[config.mk]
export PLATFORM = sky130hd
export DESIGN_NAME = uart_run
export DESIGN_NICKNAME = d
export VERILOG_FILES = /design/src/rtl/uart_run.sv
export SDC_FILE = /design/constraint.sdc
export NUM_CORES = 1
export LEC_CHECK = 0
export BUFFER_PORTS_ARGS = -buffer_cell sky130_fd_sc_hd__buf_2
export CORE_ASPECT_RATIO = 0.8
export CORE_MARGIN = 8
export CORE_UTILIZATION = 61
export DETAILED_ROUTE_END_ITERATION = 10
export PLACE_DENSITY = 0.8
export SLEW_MARGIN = 10
export SYNTH_ARGS = -nofsm -noshare
export SYNTH_HDL_FRONTEND = slang
export SYNTH_SLANG_ARGS = --single-unit
export TNS_END_PERCENT = 1
[constraint.sdc]
create_clock -name clk -period 5.98 [get_ports clk]
set_input_delay 1.196 -clock clk [delete_from_list [all_inputs] [get_ports clk]]
set_output_delay 1.196 -clock clk [all_outputs]
set_load 0.02 [all_outputs]
[src/rtl/uart_run.sv]
// Full-duplex 8N1 UART: TX serialises d_in on write, RX deserialises rxd into d_out/get.
// Latency: txd start bit 1 clk after write is sampled; get ~9.5 bit times after start edge; no backpressure (write ignored while busy).
module uart_run #(
  parameter int HW_MODE = 1
) (
  input  logic       clk,
  input  logic       clrn,
  input  logic [7:0] d_in,
  input  logic       write,
  input  logic       rxd,
  output logic       txd,
  output logic [7:0] d_out,
  output logic       get
);

  localparam int BIT  = (HW_MODE != 0) ? 10416 : 8;
  localparam int HALF = BIT / 2;
  localparam int CW   = $clog2(BIT);
  localparam logic [CW-1:0] BIT_LAST  = CW'(BIT - 1);
  localparam logic [CW-1:0] HALF_LAST = CW'(HALF - 1);

  typedef enum logic [1:0] {IDLE, START, DATA, STOP} state_t;

  state_t        tx_state, tx_next;
  logic [CW-1:0] tx_cnt;
  logic [2:0]    tx_idx;
  logic [7:0]    tx_shift;
  logic          tx_bit_end;
  logic          txd_nxt;

  assign tx_bit_end = (tx_cnt == BIT_LAST);

  always_ff @(posedge clk or negedge clrn) begin
    if (!clrn) tx_state <= IDLE;
    else       tx_state <= tx_next;
  end

  always_comb begin
    tx_next = tx_state;
    case (tx_state)
      IDLE:    if (write) tx_next = START;
      START:   if (tx_bit_end) tx_next = DATA;
      DATA:    if (tx_bit_end && tx_idx == 3'd7) tx_next = STOP;
      STOP:    if (tx_bit_end) tx_next = write ? START : IDLE;
      default: tx_next = IDLE;
    endcase
  end

  always_comb begin
    txd_nxt = 1'b1;
    case (tx_state)
      START:   txd_nxt = 1'b0;
      DATA:    txd_nxt = tx_shift[0];
      default: txd_nxt = 1'b1;
    endcase
  end

  // txd is registered so the pin never sees decode glitches.
  always_ff @(posedge clk or negedge clrn) begin
    if (!clrn) begin
      txd      <= 1'b1;
      tx_cnt   <= '0;
      tx_idx   <= 3'd0;
      tx_shift <= 8'h00;
    end else begin
      txd <= txd_nxt;
      if (tx_state == IDLE || tx_bit_end) tx_cnt <= '0;
      else                                tx_cnt <= tx_cnt + CW'(1);
      if (tx_next == START && tx_state != START) begin
        tx_shift <= d_in;
      end else if (tx_state == DATA && tx_bit_end) begin
        tx_shift <= {1'b0, tx_shift[7:1]};
        tx_idx   <= tx_idx + 3'd1;
      end
    end
  end

  logic          rx_sync1, rx_s, rx_prev;
  state_t        rx_state, rx_next;
  logic [CW-1:0] rx_cnt;
  logic [2:0]    rx_idx;
  logic [7:0]    rx_data;
  logic          rx_wrap;
  logic          rx_done;

  // Synchroniser flops reset to the idle level so reset release never looks like a start edge.
  always_ff @(posedge clk or negedge clrn) begin
    if (!clrn) begin
      rx_sync1 <= 1'b1;
      rx_s     <= 1'b1;
      rx_prev  <= 1'b1;
    end else begin
      rx_sync1 <= rxd;
      rx_s     <= rx_sync1;
      rx_prev  <= rx_s;
    end
  end

  assign rx_wrap = (rx_state == START) ? (rx_cnt == HALF_LAST) : (rx_cnt == BIT_LAST);

  always_ff @(posedge clk or negedge clrn) begin
    if (!clrn) rx_state <= IDLE;
    else       rx_state <= rx_next;
  end

  // A start needs a falling edge, so a line stuck low after a framing error is ignored.
  always_comb begin
    rx_next = rx_state;
    case (rx_state)
      IDLE:    if (!rx_s && rx_prev) rx_next = START;
      START:   if (rx_wrap) rx_next = rx_s ? IDLE : DATA;
      DATA:    if (rx_wrap && rx_idx == 3'd7) rx_next = STOP;
      STOP:    if (rx_wrap) rx_next = IDLE;
      default: rx_next = IDLE;
    endcase
  end

  always_comb begin
    rx_done = (rx_state == STOP) && rx_wrap && rx_s;
  end

  always_ff @(posedge clk or negedge clrn) begin
    if (!clrn) begin
      rx_cnt  <= '0;
      rx_idx  <= 3'd0;
      rx_data <= 8'h00;
      d_out   <= 8'h00;
      get     <= 1'b0;
    end else begin
      if (rx_state == IDLE || rx_wrap) rx_cnt <= '0;
      else                             rx_cnt <= rx_cnt + CW'(1);
      if (rx_state == DATA && rx_wrap) begin
        rx_data[rx_idx] <= rx_s;
        rx_idx          <= rx_idx + 3'd1;
      end
      get <= rx_done;
      if (rx_done) d_out <= rx_data;
    end
  end

endmodule

Yosys cells after proc, flatten, opt, wreduce, memory -nomap -nowiden
Index checks and enable logic that the tools add are counted.
W data, S select, Z words.

storage, ports and cells
  output and inout bits = 10
  memories kept = 0
  input bits = 12
  ROM bits = 0
  word-level logic and storage cells = 76
  bits in latches = 0
  memory bits (writable) = 0
  register bits after elaboration = 67

operators by class
  add/subtract/negate cells = 4
  $mul = 0
  multiplexer cells = 21
  bitwise gates (word level) = 1
  $lt $le $gt $ge = 2
  reductions and logical operators = 17
  div/mod/pow operators = 0
  equality and inequality tests = 17
  shifts and indexed selects = 0

operators by type and width
  kind                     count
  $add A14 B1 Y14 const B  2
  $eq A14 B14 Y1 const B   2
  $mux W14                 2
  $mux W2                  9
  $mux W8                  2
  $pmux W2 S4              2
  $eq A14 B13 Y1 const B   1
  $logic_and A1 B1 Y1      9
  $bwmux W8                1
  $eq A2 B2 Y1 const B     4
  $ne A2 B2 Y1 const B     4
  $add A3 B1 Y3 const B    2
  $eq A2 B1 Y1 const B     3
  $eq A3 B3 Y1 const B     2
  $logic_not A2 Y1         2
  $lt A3 B4 Y1 const B     1
  $reduce_and A4 Y1        1
  $demux W1 S3             1
  $ge A3 B1 Y1 const B     1
  $mux W1                  3
  $logic_or A1 B1 Y1       2
  $ne A2 B1 Y1 const B     1
  $pmux W1 S2              1
  $reduce_and A2 Y1        1
  3 further kinds          3

Logic depth before layout (Yosys ltp)
  depth in word-level cells = 8
  gate-level depth with buffers = 7
  depth with buffers taken out = 5

Worst setup path before layout
OpenSTA, ideal clock, no wires.

  path type = input-to-reg
  start point = input port write
  end point = register tx_shift[0]
  library setup time = 0.126 ns
  arrival time = 2.167 ns
  data required time = 5.854 ns
  setup slack = 3.687 ns
  cell stages on the path = 5
  path buffers = 1
  path through = or3b_2 > buf_1 > nand2_1 > a21oi_1 > a221o_1

between the ends
  word-level cells in the longest chain between the ends = 6
  elaborated cells on any way between the ends = 8
  classes of those cells = eq/ne (1); mux (5); reduce/logical (2)

ends and longest elaborated chain
  what                                                  line  source
  start: declaration                                    9     input logic write,
  $mux W1                                               44    STOP: if (tx_bit_end) tx_next = write ? START : IDLE;
  $mux W2                                               44
  $pmux W2 S4 (*)                                       40    case (tx_state)
  $eq A2 B1 Y1 (*)                                      69    if (tx_next == START && tx_state != START) begin
  $logic_and A1 B1 Y1 (*)                               69
  $mux W8 / $reduce_bool A2 Y1 (equally long branches)  n/a
  end signal: assignment                                70    tx_shift <= d_in;
  end signal: assignment                                72    tx_shift <= {1'b0, tx_shift[7:1]};
  end: declaration                                      27    logic [7:0] tx_shift;

Every way passes the cells marked *; elsewhere a longest branch is shown, timed or not.
A chain may end at the register's enable or synchronous reset.

Worst setup path in the final report
  start point = register rx_cnt[6]
  end point = register d_out[2]

between the ends
  word-level cells in the longest chain between the ends = 4
  elaborated cells on any way between the ends = 5
  classes of those cells = eq/ne (2); mux (1); reduce/logical (2)

ends and longest elaborated chain
  what                                                     line  source
  start: declaration                                       80    logic [CW-1:0] rx_cnt;
  start signal: assignment                                 131   else rx_cnt <= rx_cnt + CW'(1);
  $eq A14 B14 Y1 / $eq A14 B13 Y1 (equally long branches)  99    assign rx_wrap = (rx_state == START) ? (rx_cnt == HALF_LAST) : (rx_cnt == BIT_LAST);
  $mux W1 (*)                                              99
  $logic_and A1 B1 Y1 (*) (2 in a row)                     119   rx_done = (rx_state == STOP) && rx_wrap && rx_s;
  end signal: assignment                                   137   if (rx_done) d_out <= rx_data;
  end: declaration                                         12    output logic [7:0] d_out,

Marks and branches as above.

==> results.py <==
metrics = {
    "detailed_routing": {
        "routed_via_density": 6.22,
        "wl_per_cell_um": 16.0,
        "totalWireLength_mm": 6.29,
        "detail_route.first_pass.iterations": 5,
        "drc": 0,
        "drt_iter0_drc": 137,
        "detail-route-antenna-nets": 0,
        "vias": 2440,
    },
    "job": {
        "cap_violations": 0,
    },
    "grt": {
        "grt.met2_usage": 0.257,
        "grt_pass1_wl_mm": 11.0,
        "maximum_number_of_pins_on_one_net_before_global_route_repair": 68,
        "grt_overflow_total": 0,
        "number_of_global_route_vias_before_repair": 2307,
        "grt_antenna_before_repair": 0,
        "global_route.usage.met3": 0.0645,
        "grt_most_used_layer": "met2",
        "met1_usage": 0.229,
        "groute.usage.overall": 0.172,
    },
    "cells_and_area": {
        "finalInstanceArea_um2": 3680,
        "synthToLayoutAreaGrowth_pct": 10.1,
        "filler_cell_count": 397,
        "design.final.nets": 340,
        "final_util": 0.686,
        "final-instance-count-excl-fill": 392,
        "antennaDiodeCount": 0,
        "final_layout_size_suffix_gt1_frac": 0.199,
    },
    "synthesis": {
        "yosys.area.top_type_share": 0.471,
        "postSynth.asyncResetShare": 1.00,
        "synth.top_cells.by_count": "sky130_fd_sc_hd__dfrtp_1 (63), sky130_fd_sc_hd__nor2_1 (24), sky130_fd_sc_hd__xnor2_1 (20)",
        "cell_count_after_synthesis": 304,
        "post_synth_num_cell_types": 53,
        "synth_warnings": 0,
        "yosysMostFrequentCell": "sky130_fd_sc_hd__dfrtp_1",
        "number_of_enable_flip_flop_cells_after_synthesis": 0,
        "synth.area.top_cells": "sky130_fd_sc_hd__dfrtp_1 (47%), sky130_fd_sc_hd__mux2_2 (5.4%), sky130_fd_sc_hd__xnor2_1 (5.2%), sky130_fd_sc_hd__dfstp_2 (3.1%), sky130_fd_sc_hd__nor3_1 (2.7%)",
        "yosys_register_bits": 67,
        "synth_sequential_area_ratio": 0.502,
        "avgSynthCellArea_um2": 11.0,
        "yosys_most_used_dff": "sky130_fd_sc_hd__dfrtp_1",
        "syn-num-nets": 322,
        "synth_area_um2": 3350,
        "synthDominantAreaCellType": "sky130_fd_sc_hd__dfrtp_1",
    },
    "worst_setup_path": {
        "required_ps": 6210,
        "critical_path_peak_fanout": 14,
        "critical_path.reg2reg.startpoint": "rx_cnt[6]",
        "worst_setup_path_start_kind": "flip-flop",
        "r2r_slack_ps": 3370,
        "r2r-end": "d_out[2]",
        "rr_worst_depth": 4,
        "worst-endpoint-arrival_ps": 2850,
        "critPathKind": "flip-flop to flip-flop",
        "end_kind": "flip-flop",
    },
    "timing": {
        "worstMarginPinSlew_ps": 991,
        "timing.fmax_ghz": 0.383,
        "fin_skew_ps": 7.62,
        "finalCriticalPeriod_ps": 2610,
        "slew_violations": 0,
        "totalNegativeSetupSlack_ps": 0,
        "slew-limit-headroom": 0.337,
        "number_of_failing_setup_endpoints_in_the_final_timing_report": 0,
        "unrepaired_setup_endpoints_after_global_routing": "false",
        "post-route-period-util": 0.437,
        "hold_violations_final": 0,
    },
    "clocking": {
        "cts.clk_slew.worst_paths_ps": 70,
        "numCtsBuffers": 9,
        "clock_sinks": 67,
        "cts-root-to-sink-buffers": 2,
        "clk-insertion-delay-late_ps": 350,
        "cts_tree": "built",
        "cts_max_level": 3,
        "postCtsResizedCells": 0,
        "root_buffer": "sky130_fd_sc_hd__clkbuf_8",
        "cts_hold_buffers": 0,
        "post-cts-setup-buffer-count": 0,
    },
    "floorplanning": {
        "die_footprint_um2": 8130,
        "placementRows": 24,
        "initial_core_util": 0.623,
        "die_x_um": 98.8,
        "core-area_um2": 5380,
        "io_pins": 22,
        "die_h_um": 82.3,
    },
    "placement": {
        "dpl_cell_area_um2": 3480,
        "dpl.cell_count": 376,
        "io_buffer_count": 21,
        "detailed_place_hpwl_mm": 4.24,
        "place_congestion": 0.853,
    },
    "power_and_ir_drop": {
        "vdd.ir_drop.worst_mv": 0.180,
        "power_leakage_nw": 1.72,
        "cellPowerDensity_nw_per_um2": 308,
    },
    "hold_path": {
        "min_to": "rx_s",
        "holdPathStages": 0,
        "timing.hold.worst.start": "rx_sync1",
        "hold_path.class": "flip-flop to flip-flop",
    },
    "run_status": {
        "outcome": "finished, final reports clean",
    },
}
==> worst max path at each step <==
stage,startpoint,end,slack [ps],cells after the start
6_report,rx_cnt[6],d_out[2],3370,4
5_1_grt,rx_cnt[6],d_out[7],3230,4
4_1_cts,rx_cnt[6],d_out[7],3380,4
3_5_place_dp,rx_cnt[6],d_out[7],3400,4
3_3_place_gp,rx_cnt[6],d_out[1],3480,4
2_1_floorplan,write,tx_shift[0],3690,5
==> cell families (layout without fill, tap and decap cells) <==
logic type	count (synthesis)	in the layout	share of synthesized area
AO/OA/AOI/OAI	42	42	0.101
XOR/XNOR	25	25	0.0654
adder cells (fa/ha/maj)	6	6	0.0224
buffers and inverters	24	47	0.0310
flip-flops	67	67	0.502
multiplexers	23	23	0.0770
AND/OR/NAND/NOR	117	117	0.201
==> final cells by class <==
cell class                 instances  area [um^2]  share of cell area
sequential                        67         1680               0.456
tap                               65         81.3              0.0221
inverter                           8         30.0             0.00815
clock inverter                     5         77.6              0.0211
multi-input combinational        213         1560               0.424
clock buffer                      11          131              0.0357
timing repair buffer              23          120              0.0326
==> flip-flops by register name, summed over array words and instances (netlist names), named ones only <==
| name | flops |
|---|---|
| rx_prev | 1 |
| txd | 1 |
| get | 1 |
| rx_s | 1 |
| tx_cnt | 14 |
| tx_idx | 3 |
| rx_sync1 | 1 |
| tx_state | 2 |
| rx_data | 8 |
| rx_idx | 3 |
| rx_cnt | 14 |
| d_out | 8 |
| rx_state | 1 |
| tx_shift | 8 |
==> cell usage in the layout, fill, tap and decap left out, types with 3 or more instances in the layout <==
| master | Yosys | routed |
|---|---|---|
| sky130_fd_sc_hd__xor2_1 | 5 | 5 |
| sky130_fd_sc_hd__nand3_1 | 9 | 9 |
| sky130_fd_sc_hd__clkbuf_8 | 0 | 9 |
| sky130_fd_sc_hd__dfstp_2 | 4 | 4 |
| sky130_fd_sc_hd__buf_2 | 2 | 21 |
| sky130_fd_sc_hd__mux2_1 | 6 | 6 |
| sky130_fd_sc_hd__a221o_1 | 7 | 7 |
| sky130_fd_sc_hd__ha_1 | 6 | 6 |
| sky130_fd_sc_hd__nand2b_1 | 3 | 3 |
| sky130_fd_sc_hd__nor2b_1 | 3 | 3 |
| sky130_fd_sc_hd__nor2_1 | 24 | 24 |
| sky130_fd_sc_hd__dfrtp_1 | 63 | 63 |
| sky130_fd_sc_hd__o2111ai_1 | 9 | 9 |
| sky130_fd_sc_hd__o21ai_0 | 4 | 3 |
| sky130_fd_sc_hd__nor4_1 | 7 | 7 |
| sky130_fd_sc_hd__and3_1 | 3 | 3 |
| sky130_fd_sc_hd__a21oi_1 | 10 | 10 |
| sky130_fd_sc_hd__inv_1 | 8 | 8 |
| sky130_fd_sc_hd__nand4_1 | 9 | 9 |
| sky130_fd_sc_hd__mux2_2 | 16 | 16 |
| sky130_fd_sc_hd__nor3b_1 | 4 | 4 |
| sky130_fd_sc_hd__nand2_1 | 19 | 19 |
| sky130_fd_sc_hd__nor3_1 | 18 | 18 |
| sky130_fd_sc_hd__xnor2_1 | 20 | 20 |
==> power breakdown <==
| group | leakage, nW | internal (mW) | switching [mW] | total [mW] |
|---|---|---|---|---|
| Clock | 0.103 | 0.233 | 0.166 | 0.400 |
| Combinational | 0.730 | 0.0731 | 0.0875 | 0.161 |
| Sequential | 0.882 | 0.510 | 0.0650 | 0.575 |
| Total | 1.72 | 0.817 | 0.319 | 1.14 |
==> stage by stage <==
stage	power, mW	hold WS, ps	setup slack (ps)
after floorplan	0.691	345	3690
after global placement	0.732	346	3480
after detailed placement	0.742	348	3400
after CTS	1.14	356	3380
after global routing	1.19	364	3230
final	1.14	358	3370
==> metal layers <==
metal  wire [um]  vias up  part of all wire
li1            -     1160                 -
met1        3050     1217              0.48
met2        2820       56              0.45
met3         336        7             0.053
met4          80        0             0.013
met5           0        -                 0
==> worst max-delay path: stages, from the launching register on <==
cell,delay [ps]
sky130_fd_sc_hd__dfrtp_1,440
sky130_fd_sc_hd__or4b_4,570
sky130_fd_sc_hd__nor4b_4,620
sky130_fd_sc_hd__o2111a_1,490
sky130_fd_sc_hd__mux2_2,380
No activity file was read; power rests on OpenSTA's default activity.
